<file path="src/rtl/alu_pkg.sv">
// Shared ALU definitions: opcode and driver-state encodings, default parameters.
// Latency: n/a (types, constants and a width helper only).
// Backpressure: n/a.
package alu_pkg;

  localparam int ALU_DATA_WIDTH     = 8;
  localparam int ALU_TIMEOUT_CYCLES = 16;

  // Two-bit ALU operation, sent LSB first over the serial opcode line.
  typedef enum logic [1:0] {
    OP_ADD  = 2'b00,
    OP_SUB  = 2'b01,
    OP_PAR  = 2'b10,
    OP_COMP = 2'b11
  } alu_op_e;

  typedef enum logic [2:0] {
    ST_IDLE      = 3'd0,
    ST_SEND_A    = 3'd1,
    ST_SEND_B    = 3'd2,
    ST_COMMIT    = 3'd3,
    ST_WAIT_DONE = 3'd4,
    ST_RESP      = 3'd5
  } drv_state_e;

  // One spare bit above clog2 so the terminal count is always representable.
  function automatic int ctr_width(input int cycles);
    return $clog2(cycles) + 1;
  endfunction

endpackage

</file>
<file path="src/rtl/alu_timeout_ctr.sv">
// Saturating wait counter; expired flags the last permitted waiting cycle.
// Latency: expired is combinational from the registered count.
// Backpressure: none; counts only while enable is high, clear has priority.
module alu_timeout_ctr
  import alu_pkg::*;
#(
  parameter int TIMEOUT_CYCLES = ALU_TIMEOUT_CYCLES
) (
  input  logic clk,
  input  logic reset,
  input  logic clear,
  input  logic enable,
  output logic expired
);

  localparam int            CW    = ctr_width(TIMEOUT_CYCLES);
  localparam logic [CW-1:0] LIMIT = CW'(TIMEOUT_CYCLES - 1);

  logic [CW-1:0] r_count;

  assign expired = (r_count >= LIMIT);

  // Count waiting cycles; hold at the limit instead of wrapping.
  always_ff @(posedge clk) begin
    if (reset || clear) begin
      r_count <= '0;
    end else if (enable && !expired) begin
      r_count <= r_count + 1'b1;
    end
  end

endmodule

</file>
<file path="src/rtl/alu_driver.sv">
// Serialises one request onto the ALU opcode/data bus and returns its result.
// Latency: accept -> first opcode_valid 1 cycle; done -> rsp_valid 1 cycle.
// Backpressure: single outstanding; req_ready only in IDLE, RESP held until rsp_ready.
module alu_driver
  import alu_pkg::*;
#(
  parameter int DATA_WIDTH     = ALU_DATA_WIDTH,
  parameter int TIMEOUT_CYCLES = ALU_TIMEOUT_CYCLES
) (
  input  logic                  clk,
  input  logic                  reset,
  input  logic                  req_valid,
  output logic                  req_ready,
  input  logic [1:0]            req_op,
  input  logic [DATA_WIDTH-1:0] req_a,
  input  logic [DATA_WIDTH-1:0] req_b,
  output logic                  opcode_valid,
  output logic                  opcode,
  output logic [DATA_WIDTH-1:0] data,
  input  logic                  done,
  input  logic [DATA_WIDTH-1:0] result,
  input  logic                  overflow,
  output logic                  rsp_valid,
  input  logic                  rsp_ready,
  output logic [DATA_WIDTH-1:0] rsp_result,
  output logic                  rsp_overflow,
  output logic                  rsp_timeout
);

  drv_state_e            r_state;
  drv_state_e            w_next;
  logic [1:0]            r_op;
  logic [DATA_WIDTH-1:0] r_a;
  logic [DATA_WIDTH-1:0] r_b;
  logic [DATA_WIDTH-1:0] r_rsp_result;
  logic                  r_rsp_overflow;
  logic                  r_rsp_timeout;
  logic                  w_accept;
  logic                  w_expired;
  logic                  w_ctr_clear;
  logic                  w_ctr_en;

  // Not ready while reset is held, even though the state is already IDLE.
  assign req_ready   = (r_state == ST_IDLE) && !reset;
  assign w_accept    = req_valid && req_ready;
  assign w_ctr_clear = (r_state == ST_COMMIT);
  assign w_ctr_en    = (r_state == ST_WAIT_DONE) && !done;

  assign rsp_valid    = (r_state == ST_RESP);
  assign rsp_result   = r_rsp_result;
  assign rsp_overflow = r_rsp_overflow;
  assign rsp_timeout  = r_rsp_timeout;

  alu_timeout_ctr #(
    .TIMEOUT_CYCLES(TIMEOUT_CYCLES)
  ) u_timeout_ctr (
    .clk    (clk),
    .reset  (reset),
    .clear  (w_ctr_clear),
    .enable (w_ctr_en),
    .expired(w_expired)
  );

  // State register; reset abandons any transaction without a response.
  always_ff @(posedge clk) begin
    if (reset) begin
      r_state <= ST_IDLE;
    end else begin
      r_state <= w_next;
    end
  end

  // Capture the request on acceptance so upstream may change its bus afterwards.
  always_ff @(posedge clk) begin
    if (reset) begin
      r_op <= '0;
      r_a  <= '0;
      r_b  <= '0;
    end else if (w_accept) begin
      r_op <= req_op;
      r_a  <= req_a;
      r_b  <= req_b;
    end
  end

  // Capture the response when leaving WAIT_DONE; done beats a coincident timeout.
  always_ff @(posedge clk) begin
    if (reset) begin
      r_rsp_result   <= '0;
      r_rsp_overflow <= 1'b0;
      r_rsp_timeout  <= 1'b0;
    end else if (r_state == ST_WAIT_DONE) begin
      if (done) begin
        r_rsp_result   <= result;
        r_rsp_overflow <= overflow;
        r_rsp_timeout  <= 1'b0;
      end else if (w_expired) begin
        r_rsp_result   <= '0;
        r_rsp_overflow <= 1'b0;
        r_rsp_timeout  <= 1'b1;
      end
    end
  end

  // Next state and ALU-side bus; the bus idles at zero outside the three send beats.
  always_comb begin
    w_next       = r_state;
    opcode_valid = 1'b0;
    opcode       = 1'b0;
    data         = '0;
    case (r_state)
      ST_IDLE: begin
        if (w_accept) w_next = ST_SEND_A;
      end
      ST_SEND_A: begin
        opcode_valid = 1'b1;
        opcode       = r_op[0];
        data         = r_a;
        w_next       = ST_SEND_B;
      end
      ST_SEND_B: begin
        opcode_valid = 1'b1;
        opcode       = r_op[1];
        data         = r_b;
        w_next       = ST_COMMIT;
      end
      ST_COMMIT: begin
        opcode_valid = 1'b1;
        w_next       = ST_WAIT_DONE;
      end
      ST_WAIT_DONE: begin
        if (done || w_expired) w_next = ST_RESP;
      end
      ST_RESP: begin
        if (rsp_ready) w_next = ST_IDLE;
      end
      default: w_next = ST_IDLE;
    endcase
  end

endmodule

</file>
<file path="config.mk">
export PLATFORM = sky130hd
export DESIGN_NAME = alu_driver
export DESIGN_NICKNAME = d
export VERILOG_FILES = /design/src/rtl/alu_pkg.sv /design/src/rtl/alu_timeout_ctr.sv /design/src/rtl/alu_driver.sv
export SDC_FILE = /design/constraint.sdc
export NUM_CORES = 1
export LEC_CHECK = 0
export ABC_AREA = 1
export CAP_MARGIN = 25
export CORE_AREA = 2 2 66 68
export DETAILED_ROUTE_END_ITERATION = 7
export DIE_AREA = 0 0 68 70
export PLACE_DENSITY = 0.7
export SKIP_LAST_GASP = 1
export SYNTH_ARGS = -nofsm -noshare
export SYNTH_HDL_FRONTEND = slang
export SYNTH_SLANG_ARGS = --single-unit
export TNS_END_PERCENT = 30
</file>
<file path="constraint.sdc">
create_clock -name clk -period 2.4 [get_ports clk]
set_input_delay 0.72 -clock clk [delete_from_list [all_inputs] [get_ports clk]]
set_output_delay 0.72 -clock clk [all_outputs]
set_load 0.02 [all_outputs]
</file>
==> flow_metrics.tcl, run 1 <==
set metrics [dict create \
    status "finished, violations left" \
    violations "negative setup slack" \
    cp_slowest_cell "clkdlybuf4s50_1" \
    drive_gt1_share_pct 17.4 \
    grt_overflow 0 \
    vdd_ir_drop_max_uv 463 \
    dp_slack_ns -0.391 \
    avgSynthCellArea_sq_um 7.63 \
    h-tree-depth 2 \
    cpPeakStageDelay_ns 0.44 \
    leakage_nw 1.02 \
    path_max_fanout 2 \
    max_freq_mhz 397 \
    numPlacedInstances 328 \
    synth_cell_type_count 25 \
    wirelength_mm 3.81 \
    start_kind "input port" \
    powerDensity_nw_per_um2 846 \
    stdcell_count 333 \
    cts_buffers 5 \
    finalMaxSlewViolations 0 \
    die_h_um 70 \
    yosysWarnings 0 \
    cts.sinks 36 \
    place.gp.congestion 0.734 \
    most-common-layout-cells "49 x nand3_1, 48 x clkdlybuf4s50_1, 36 x dfxtp_1, 35 x nand2_1, 31 x inv_1" \
    fp.coreArea_sq_um 4140 \
    worstPathRequired_ns 1.68 \
    fin_crit_ns 2.52 \
    n_antenna_cell 0 \
    place_area_sq_um 2310 \
    ys_seq_area_share_pct 42.2 \
    grt_util_all_layers_pct 17.7 \
    fillers 402 \
    antenna_found_initial 0 \
    synth-seq-cells 36 \
    clock-root-buffer "clkbuf_8" \
    hold_buffers 0 \
    cts.clk_slew.worst_paths_ns 0.06 \
    rsz0062_at_grt "true" \
    hp-class "register to register" \
    io_buffer_count 53 \
    fin_ws_ns -0.121 \
    syn_area_sq_um 1710 \
    io_pins 54 \
    clk_path_buf_depth 2 \
    clock_skew_ns 0.00352 \
    synthToLayoutAreaGrowth_pct 39.1 \
    drc 0 \
    fp.dieW_um 68 \
    grt_pass1_wl_mm 6.59 \
    end_kind "output port" \
    vias 1600 \
    arrival_ns 1.80 \
    final_hold_viol_count 0 \
    crit_chain "clkdlybuf4s50_1, nor3_2, dlygate4sd2_1" \
    dpl.hpwl_mm 2.76 \
    syn_nets 258 \
    cts_tree "yes" \
    via_per_inst 4.80 \
    clkLatencyLatePin_ns 0.27 \
    design_area_sq_um 2380 \
    nets 317 \
    syn_inst 224 \
    relSlewSlack_pct 77.5 \
    num_rows 24 \
    initial_utilization_pct 41.2 \
    worstMarginPinSlew_ns 0.336 \
    grt_pass1_vias 1554 \
    antenna_violating_nets_post_route 0 \
    dr.pass1.iters 4 \
    total_power_w 0.00201 \
    setup_violations 6 \
    wire_per_inst_um 11.5 \
    tns_ns -0.556 \
    first_iter_violations 90 \
    min_period_over_period_pct 105 \
    die-area_sq_um 4760 \
    grt_max_degree 20 \
    cap_violations 0 \
    criticalPathCategory "input port to output port" \
    final_common_cell "nand3_1" \
]
repair_timing:
item                       4_1_cts  5_1_grt
setup endpoints to repair       10        8
setup buffers                    0        0
resized for setup                3        2
routing by layer:
layer | global-route usage, % | share of wire [%]
met4 | 4.89 | 0.92
met5 | 0 | 0
met1 | 23.2 | 49
met3 | 4.67 | 6.0
met2 | 28.4 | 44
state kept, by name, indices dropped and copies added, names as in the netlist:
signal / cells
r_a: 8
r_b: 8
r_op: 2
r_state: 3
rsp_overflow: 1
rsp_result: 8
rsp_timeout: 1
u_timeout_ctr.r_count: 5
per-stage QoR:
stage,util [%],hold WS (ns)
floorplan,-,0.430
global placement,55.7,0.442
detailed placement,55.7,0.447
CTS,57.2,0.458
global route,57.4,0.479
finish,57.4,0.453
cells in the mapped netlist:
library cell,count,area (sq um)
o211ai_1,2,15.0
buf_4,3,22.5
nand2_8,1,20.0
a21oi_1,7,35.0
nor2_2,1,6.26
xor2_1,1,8.76
a31oi_1,1,6.26
nand3_4,1,17.5
o21ai_0,1,5.00
nand4_1,1,6.26
dfxtp_1,36,721
buf_2,1,5.00
inv_2,8,30.0
nor2_1,4,15.0
nor2_4,1,11.3
nor3_2,1,10.0
nand2_1,35,131
o22ai_1,9,56.3
a21oi_2,10,87.6
nand2_2,12,75.1
inv_1,31,116
buf_6,2,22.5
nand3_1,49,245
ha_1,2,25.0
clkbuf_1,4,15.0
path summary, 6_finish.rpt:
path                                              start                                     to  slack [ns]  cells past startpoint
hold reg to reg   u_timeout_ctr.r_count[3]$_SDFFE_PP0P_  u_timeout_ctr.r_count[3]$_SDFFE_PP0P_        0.45                      2
setup / recovery                                  reset                              req_ready       -0.12                      3
hold / removal    u_timeout_ctr.r_count[3]$_SDFFE_PP0P_  u_timeout_ctr.r_count[3]$_SDFFE_PP0P_        0.45                      2
setup reg to reg                r_state[2]$_SDFFE_PP0P_                    r_b[3]$_SDFFE_PP0P_        0.80                      6
worst max-delay path: cells and delay by family:
family                 cells  cell delay [ns]
buffers and inverters      2             0.81
AND/OR/NAND/NOR            1             0.27
report_power, final:
group | switching (W) | leakage [nW] | internal, W
Clock | 0.000185 | 0.0359 | 0.000187
Sequential | 0.0000756 | 0.294 | 0.000725
Combinational | 0.000486 | 0.692 | 0.000353
logic make-up after synthesis:
logic type | after synthesis | share of synthesized area [%]
buf+inv | 49 | 12.4
fa+ha+maj | 2 | 1.46
xor+xnor | 1 | 0.513
simple gates | 106 | 31.5
compound gates | 30 | 12.0
flops | 36 | 42.2
layout make-up:
class	instances	area, sq um	share of cell area (%)
Multi-Input combinational cell	139	777	32.7
Inverter	39	146	6.16
Tap cell	52	65.1	2.74
Timing Repair Buffer	62	599	25.2
Clock buffer	5	68.8	2.89
Sequential cell	36	721	30.3
Note: power is estimated with default switching activity, not from simulation.
==> run 2, diff against run 1 <==
--- a/config.mk
+++ b/config.mk
@@ -8,6 +8,7 @@
 export ABC_AREA = 1
 export CAP_MARGIN = 25
 export CORE_AREA = 2 2 66 68
+export CTS_CLUSTER_SIZE = 24
 export DETAILED_ROUTE_END_ITERATION = 7
 export DIE_AREA = 0 0 68 70
 export PLACE_DENSITY = 0.7
==> results of run 2 <==
Same layout as run 1: the final DEF is identical, and so are final timing and power.
